[src/rtl/ps2_key_event_ctrl.sv]
// ps2_key_event_ctrl
// Turns the raw PS/2 byte stream into whole key events. E0 (extended) and
// F0 (break) prefixes are folded into the event by a small FSM with a resync
// timeout, and completed events queue in a show-ahead FIFO that the consumer
// drains over a valid/ready handshake.
//
// Ports:
//   clk          system clock
//   reset        asynchronous, active-high reset
//   i_rx_ready   one-cycle pulse, i_rx_data holds a new byte
//   i_rx_data    byte from the PS/2 receiver
//   o_ev_valid   FIFO head holds an event
//   i_ev_ready   consumer accepts the head this cycle
//   o_ev_code    scan code of the head event
//   o_ev_ext     head event was E0-prefixed
//   o_ev_break   1 = key release, 0 = key press
//   o_fifo_count number of stored events
//   o_overflow   sticky, an event was dropped because the FIFO was full
//   o_err_pulse  one-cycle pulse after an error byte (00/FF) or a timeout
//   i_clr_ovf    synchronous clear of o_overflow
module ps2_key_event_ctrl #(
    parameter int FIFO_DEPTH  = 4,
    parameter int TIMEOUT_CYC = 50000,
    parameter int TO_W        = 16
) (
    input  logic                          clk,
    input  logic                          reset,
    input  logic                          i_rx_ready,
    input  logic [7:0]                    i_rx_data,
    output logic                          o_ev_valid,
    input  logic                          i_ev_ready,
    output logic [7:0]                    o_ev_code,
    output logic                          o_ev_ext,
    output logic                          o_ev_break,
    output logic [$clog2(FIFO_DEPTH):0]   o_fifo_count,
    output logic                          o_overflow,
    output logic                          o_err_pulse,
    input  logic                          i_clr_ovf
);

    localparam int PW = $clog2(FIFO_DEPTH);
    localparam int CW = PW + 1;
    localparam logic [CW-1:0]   DEPTH_C = CW'(FIFO_DEPTH);
    localparam logic [TO_W-1:0] TO_LAST = TO_W'(TIMEOUT_CYC - 1);

    typedef enum logic [1:0] {
        IDLE     = 2'd0,
        GOT_E0   = 2'd1,
        GOT_F0   = 2'd2,
        GOT_E0F0 = 2'd3
    } state_t;

    state_t          r_state, w_stateNext;
    logic [TO_W-1:0] r_toCnt, w_toCntNext;
    logic            r_errPulse, w_errNext;
    logic            w_push, w_pushExt, w_pushBrk;

    // FIFO entry layout: {ext, brk, code}
    logic [9:0]      r_mem [FIFO_DEPTH];
    logic [PW-1:0]   r_wrPtr, r_rdPtr, w_rdNext;
    logic [CW-1:0]   r_count, w_countNext;
    logic            r_overflow;
    logic [9:0]      r_head, w_entry, w_headNext;
    logic            w_pop, w_full, w_accept, w_drop;

    logic w_isE0, w_isF0, w_isErr;
    assign w_isE0  = (i_rx_data == 8'hE0);
    assign w_isF0  = (i_rx_data == 8'hF0);
    assign w_isErr = (i_rx_data == 8'h00) || (i_rx_data == 8'hFF);

    // Prefix FSM and timeout. A byte arriving always takes precedence over
    // an expiring timeout, because the timeout branch is only reached
    // when no byte is present.
    always_comb begin
        w_stateNext = r_state;
        w_toCntNext = r_toCnt;
        w_errNext   = 1'b0;
        w_push      = 1'b0;
        w_pushExt   = 1'b0;
        w_pushBrk   = 1'b0;
        if (i_rx_ready) begin
            w_toCntNext = '0;
            if (w_isErr) begin
                w_stateNext = IDLE;
                w_errNext   = 1'b1;
            end else if (w_isE0) begin
                case (r_state)
                    IDLE:    w_stateNext = GOT_E0;
                    GOT_F0:  w_stateNext = GOT_E0F0;
                    default: w_stateNext = r_state;
                endcase
            end else if (w_isF0) begin
                case (r_state)
                    IDLE:    w_stateNext = GOT_F0;
                    GOT_E0:  w_stateNext = GOT_E0F0;
                    default: w_stateNext = r_state;
                endcase
            end else begin
                w_push      = 1'b1;
                w_pushExt   = (r_state == GOT_E0) || (r_state == GOT_E0F0);
                w_pushBrk   = (r_state == GOT_F0) || (r_state == GOT_E0F0);
                w_stateNext = IDLE;
            end
        end else if (r_state != IDLE) begin
            if (r_toCnt == TO_LAST) begin
                w_stateNext = IDLE;
                w_toCntNext = '0;
                w_errNext   = 1'b1;
            end else begin
                w_toCntNext = r_toCnt + TO_W'(1);
            end
        end else begin
            w_toCntNext = '0;
        end
    end

    always_ff @(posedge clk or posedge reset) begin
        if (reset) begin
            r_state    <= IDLE;
            r_toCnt    <= '0;
            r_errPulse <= 1'b0;
        end else begin
            r_state    <= w_stateNext;
            r_toCnt    <= w_toCntNext;
            r_errPulse <= w_errNext;
        end
    end

    // FIFO control. When full, a push is only accepted if a pop frees a slot
    // in the same cycle; otherwise the event is dropped.
    always_comb begin
        w_entry  = {w_pushExt, w_pushBrk, i_rx_data};
        w_pop    = (r_count != '0) && i_ev_ready;
        w_full   = (r_count == DEPTH_C);
        w_accept = w_push && (!w_full || w_pop);
        w_drop   = w_push && w_full && !w_pop;
        w_rdNext = w_pop ? (r_rdPtr + PW'(1)) : r_rdPtr;
        w_countNext = r_count;
        if (w_accept && !w_pop) begin
            w_countNext = r_count + CW'(1);
        end else if (!w_accept && w_pop) begin
            w_countNext = r_count - CW'(1);
        end
        // The next head may be the entry being written this very cycle
        // (push into an empty FIFO, or pop leaving only the new entry).
        if (w_accept && (w_rdNext == r_wrPtr)) begin
            w_headNext = w_entry;
        end else begin
            w_headNext = r_mem[w_rdNext];
        end
    end

    // Head register keeps the show-ahead outputs registered and lets them
    // hold their last value once the FIFO drains.
    always_ff @(posedge clk or posedge reset) begin
        if (reset) begin
            for (int i = 0; i < FIFO_DEPTH; i++) begin
                r_mem[i] <= '0;
            end
            r_wrPtr    <= '0;
            r_rdPtr    <= '0;
            r_count    <= '0;
            r_head     <= '0;
            r_overflow <= 1'b0;
        end else begin
            if (w_accept) begin
                r_mem[r_wrPtr] <= w_entry;
                r_wrPtr        <= r_wrPtr + PW'(1);
            end
            r_rdPtr <= w_rdNext;
            r_count <= w_countNext;
            if (w_countNext != '0) begin
                r_head <= w_headNext;
            end
            if (w_drop) begin
                r_overflow <= 1'b1;
            end else if (i_clr_ovf) begin
                r_overflow <= 1'b0;
            end
        end
    end

    assign o_ev_valid   = (r_count != '0);
    assign o_ev_ext     = r_head[9];
    assign o_ev_break   = r_head[8];
    assign o_ev_code    = r_head[7:0];
    assign o_fifo_count = r_count;
    assign o_overflow   = r_overflow;
    assign o_err_pulse  = r_errPulse;

endmodule

[config.mk]
export PLATFORM = sky130hd
export DESIGN_NAME = ps2_key_event_ctrl
export DESIGN_NICKNAME = d
export VERILOG_FILES = /design/src/rtl/ps2_key_event_ctrl.sv
export SDC_FILE = /design/constraint.sdc
export NUM_CORES = 1
export LEC_CHECK = 0
export BUFFER_PORTS_ARGS = -buffer_cell sky130_fd_sc_hd__buf_2
export CAP_MARGIN = 20
export CELL_PAD_IN_SITES_DETAIL_PLACEMENT = 0
export CELL_PAD_IN_SITES_GLOBAL_PLACEMENT = 1
export CORE_MARGIN = 1.5
export CORE_UTILIZATION = 30
export CTS_BUF_LIST = sky130_fd_sc_hd__clkbuf_4 sky130_fd_sc_hd__clkbuf_8
export CTS_CLUSTER_DIAMETER = 120
export DETAILED_ROUTE_END_ITERATION = 8
export GPL_TIMING_DRIVEN = 0
export PLACE_DENSITY = 0.51
export SYNTH_ARGS = -nofsm -noshare
export SYNTH_HDL_FRONTEND = slang
export SYNTH_SLANG_ARGS = --single-unit
[constraint.sdc]
create_clock -name clk -period 3.2 [get_ports clk]
set_input_delay 0.64 -clock clk [delete_from_list [all_inputs] [get_ports clk]]
set_output_delay 0.64 -clock clk [all_outputs]
set_load 0.01 [all_outputs]
# --- After elaboration in Yosys (flattened, before gate mapping) ---
# Index checks and enable logic that the tools add are counted.
op_classes:
  bitwise: 2
  div: 0
  addsub: 5
  n_lt_le_gt_ge: 3
  reduce_logical: 24
  shifts: 0
  n_mul: 0
  muxes: 39
  n_eq_ne: 11
ops:
  columns: ["cell", "n"]
  rows:
  - ["16-bit 2-to-1 mux", 3]
  - ["40-bit bitwise mux", 1]
  - ["10-bit 2-to-1 mux", 4]
  - ["8-bit equality test, second input constant", 3]
  - ["10-bit binary-select mux with 2-bit select", 1]
  - ["10-bit demux with 2-bit select", 1]
  - ["1-bit 2-to-1 mux", 18]
  - ["16-bit by 1-bit adder with 16-bit output, second input constant", 1]
  - ["16-bit equality test, second input constant", 1]
  - ["2-bit 2-to-1 mux", 7]
  - ["1-bit logical AND", 8]
  - ["8-bit logical NOT", 1]
  - ["2-bit one-hot mux with 2 select lines", 2]
  - ["2-bit nonzero test", 4]
  - ["3-bit greater-or-equal comparator, second input constant", 2]
  - ["3-bit 2-to-1 mux", 2]
  - ["6-bit by 3-bit != test with 1-bit output, second input constant", 1]
  - ["2-bit NOT with 3-bit output", 2]
  - ["3-bit nonzero test", 2]
  - ["5-bit by 2-bit != test with 1-bit output, second input constant", 1]
  - ["2-bit by 1-bit adder with 2-bit output, second input constant", 2]
  - ["2-bit equality test, second input constant", 2]
  - ["1-bit logical OR", 4]
  - ["4-bit AND reduction", 1]
  - ["8 further kinds", 10]
word_totals:
  latch_bits: 0
  memories: 0
  wordCells: 96
  ram_bits: 0
  mem_bits_ro: 0
  reg_bits: 77
  inputBits: 13

# --- Longest topological paths before layout ---
logic_depth:
  ltp_word: 11
  depth_mapped: 9
  mapped_depth_nobuf: 8

# --- Worst setup path after synthesis ---
# No wires, ideal clock.
synth_path:
  path_kind: "register to register"
  start: "reg r_count[0], in the netlist o_fifo_count[0]"
  end: "reg r_head[0]"
  required_time_ns: 3.075
  slack_ns: 0.582
  path_stages_with_launch: 10
  period_less_slack_ns: 2.618
  t_arrival_ns: 2.493
  path_cell_list: "dfrtp_1 > inv_1 > ha_1 > nand2b_4 > nand3_1 > xor2_1 > clkbuf_1 > mux4_2 > mux2_2 > mux2_2"
synth_via:
  elab_chain_cells: 9
  word_cells_on_any_way: 23
  cone_classes: "add/sub: 2; eq/ne: 2; mux: 7; bitwise: 1; reduce/logical: 11"
synth_rtl:
  columns: ["item", "line", "text"]
  rows:
  - ["start, declared", "61", "logic [CW-1:0] r_count, w_countNext;"]
  - ["start signal, assigned", "171", "r_count <= w_countNext;"]
  - ["3-bit nonzero test *", null, null]
  - ["via o_ev_valid", "30", "output logic o_ev_valid,"]
  - ["1-bit logical AND *", "133", "w_pop = (r_count != '0) && i_ev_ready;"]
  - ["parallel branches: the longest is 7 deep, another holds 10-bit binary-select mux with 2-bit select", null, null]
  - ["end signal, assigned", "173", "r_head <= w_headNext;"]
  - ["end, declared", "63", "logic [9:0] r_head, w_entry, w_headNext;"]
# Mark *: on every way through the listed nets, which the timed path passes. The select of a mux whose other input is x is not followed.
# A chain may end at the register's enable or synchronous reset.

# --- Worst setup path after layout ---
layout_path:
  start: "reg r_count[0], in the netlist o_fifo_count[0]"
  end: "reg r_head[4]"
layout_via:
  elab_chain_cells: 9
  word_cells_on_any_way: 23
  cone_classes: "add/sub: 2; eq/ne: 2; mux: 7; bitwise: 1; reduce/logical: 11"
layout_rtl:
  columns: ["item"]
  rows:
  - ["parallel branches: the longest is 9 deep, another holds 10-bit binary-select mux with 2-bit select"]
# Parallel ways; which one is timed is not known. The select of a mux whose other input is x is not followed.

==> results.toml <==
[outcome]
status = "finished clean"

[placement]
port_buffers = 28
dp_slack_ns = 0.07052
dp_hpwl_mm = 5.535
gp_congestion = 0.7025
placed_cells = 500

[cells_and_area]
multi_input_area_um2 = 1828
mostFrequentLayoutCells = "77 x dfrtp_1, 53 x mux2_2, 32 x buf_2"
antenna_cells = 0
mostFrequentLayoutCell = "dfrtp_1"
fillerInstances = 1232
fin_cells = 516
synthToLayoutAreaGrowth_pct = 15.19
register_area_um2 = 1927
nets = 360
drive_gt1_share_pct = 38.37

[die]
die_h_um = 116.3
die_w_um = 116.3
die-area_um2 = 13540
start_util_pct = 30.66
core_area_um2 = 12570
num_rows = 41
io_pins = 29

[cts]
cts_tree = "built"
path_clk_slew_ns = 0.08
clock-root-buffer = "clkbuf_8"
clock-sinks = 77
cts_made_buffers = 9
clk_latency_ns = 0.37
cts_hold_buf = 0
cts_buffer_depth = 2
h-tree-depth = 3

[pwr]
p_int_w = 0.002912
pwr-share-clk_pct = 17.4
comb_power_share_pct = 47.2
switching_share_pct = 33.51
leakagePower_nw = 1.955
power.density_nw_per_um2 = 986.6
p_seq_share_pct = 35.3
p_sw_w = 0.001468
vdd_ir_drop_max_mv = 0.4007

[grt]
grt_pass1_wl_mm = 13.30
antenna_found_initial = 0
gr-usage-all-layers_pct = 13.45
grt_max_degree = 46
grt_pass1_vias = 2387
gr-total-overflow = 0

[sta]
finalCritPeriodShare_pct = 89.13
slew_violations = 0
fmax_mhz = 350.6
fin_ws_ns = 0.3478
skew_ns = 0.009279
setup_viol_count_final = 0
rsz0062_at_grt = "false"
hold_viol = 0
tightest_slew_ns = 0.6042
finalCriticalPeriod_ns = 2.852
slew_headroom_pct = 59.72
setup-tns-final_ns = 0

[route]
top_layer = "met4"
dr.pass1.iters = 4
wirelength_mm = 8.243
via_per_inst = 4.661
dr_wl_met2_mm = 4.032
postRouteAntennaNets = 0
drcViolationCount = 0
met3_length_um = 253
vias = 2405
avgRoutedWirePerCell_um = 15.97
drtIter0Drc = 69
m1WireLength_mm = 3.859

[setup_path]
cp.required_ns = 3.45
r2r_setup_slack_ns = 0.35
cp-start-kind = "flop"
rr_startpoint = "o_fifo_count[0]$_DFF_PP0_"
crit_arrival_ns = 3.11
cpPeakStageDelay_ns = 0.42
end_kind = "flop"
crit_slowest_cell = "dfrtp_1"
crit_path_start = "o_fifo_count[0]$_DFF_PP0_"
path_max_fanout = 10
path_class = "flop to flop"
crit_chain = "inv_1 -> ha_1 -> nand2b_4 -> nand3_1 -> xor2_1 -> clkbuf_2 -> mux4_1 -> mux2_2 -> mux2_4"

[logic_synthesis]
avgSynthCellArea_um2 = 12.89
syn_nets = 320
synth_edf_count = 0
async_reset_ff_share_pct = 100.0
ys_ff_latch = 77
ys_seq_area_share_pct = 50.00
synth_top_flop_cell = "dfrtp_1"
ys_types = 50
ys_warn_count = 0
synth_area_um2 = 3854
synthCells = 299

[job]
max_cap_viol_count = 0

[hold_path]
hp-class = "input pin to async pin"
[flip-flops by register name, summed over array words and instances, names as in the netlist]
| signal | count |
|---|---|
| r_rdPtr | 2 |
| r_head | 10 |
| r_wrPtr | 2 |
| r_state | 2 |
| o_fifo_count | 3 |
| o_overflow | 1 |
| r_mem | 40 |
| r_toCnt | 16 |
| o_err_pulse | 1 |
[stage by stage]
step	hold slack (ns)	util, %	total power (W)	cell area, um2
after floorplan	0.4416	-	0.003157	3854
after CTS	0.2845	35.31	0.004471	4438
after detailed placement	0.4673	33.73	0.003688	4239
final	0.2840	35.32	0.004380	4439
after global placement	0.4571	33.49	0.003651	4209
after global routing	0.3093	35.32	0.004694	4439
[worst max-delay path: cells and delay by family, from the launching register on]
family	cells	cell delay [ns]
muxes	3	0.93
buffers and inverters	2	0.53
DFF	1	0.42
adders and majority gates	1	0.34
xor gates and xnor gates	1	0.27
and+or+nand+nor	2	0.26
[area by class of cell]
cell class                 instances  share of cell area [%]
buffer                             9                   1.240
clock buffer                      11                   3.129
clock inverter                     5                   1.353
inverter                          12                   1.071
multi-input combinational        201                   41.18
sequential                        77                   43.40
tap                              172                   4.848
timing repair buffer              29                   3.777
[power by group through the flow]
stage          combinational (W)  clock, W  sequential [W]
3_5_place_dp             0.00212         0         0.00157
4_1_cts                  0.00212  0.000801         0.00155
2_1_floorplan            0.00160         0         0.00156
6_report                 0.00207  0.000764         0.00155
3_3_place_gp             0.00209         0         0.00156
5_1_grt                  0.00227  0.000833         0.00159
[cell usage after synthesis (2+ instances only)]
library cell | n | area [um2]
and3_1 | 6 | 37.54
mux4_2 | 7 | 157.7
nand2_1 | 21 | 78.83
a21oi_1 | 8 | 40.04
or3_1 | 3 | 18.77
ha_1 | 8 | 100.1
inv_1 | 12 | 45.04
buf_2 | 4 | 20.02
clkbuf_1 | 3 | 11.26
mux2_4 | 3 | 45.04
o21ai_0 | 11 | 55.05
xnor2_1 | 8 | 70.07
mux4_1 | 3 | 78.83
nand3_1 | 9 | 45.04
nor2_1 | 21 | 78.83
xnor3_1 | 2 | 45.04
buf_6 | 2 | 22.52
dfrtp_1 | 77 | 1927
nor4bb_1 | 2 | 20.02
xor2_1 | 6 | 52.55
mux2_2 | 53 | 596.8
nand4_1 | 2 | 12.51
[timing repair]
| item | CTS | global route |
|---|---|---|
| gates resized for setup | 0 | 2 |
| setup buffers | 0 | 0 |
| setup endpoints to repair | 0 | 9 |
[worst paths after layout]
kind	end	cells past startpoint
max	r_head[4]$_DFFE_PP0P_	9
min	r_mem[25]$_DFFE_PP0P_	2
max reg2reg	r_head[4]$_DFFE_PP0P_	9
min reg2reg	r_mem[4]$_DFFE_PP0P_	2
max in group asynchronous	r_toCnt[12]$_DFF_PP0_	3
min in group clk	r_mem[4]$_DFFE_PP0P_	2
[cell families after synthesis]
kind of cell             count (synthesis)  synth area share [%]
buffers and inverters                   21                 2.565
multiplexers                            66                 22.79
XOR/XNOR                                17                 4.773
AO/OA/AOI/OAI                           33                 6.462
adder cells (fa/ha/maj)                  8                 2.598
flip-flops                              77                 50.00
AND/OR/NAND/NOR                         77                 10.81
[metal layers]
metal	global-route usage, %	up-vias
li1	-	1158
met1	17.29	1211
met2	21.73	24
met3	4.619	12
met4	3.659	0
met5	0	-
No activity file was read; power rests on OpenSTA's default activity.
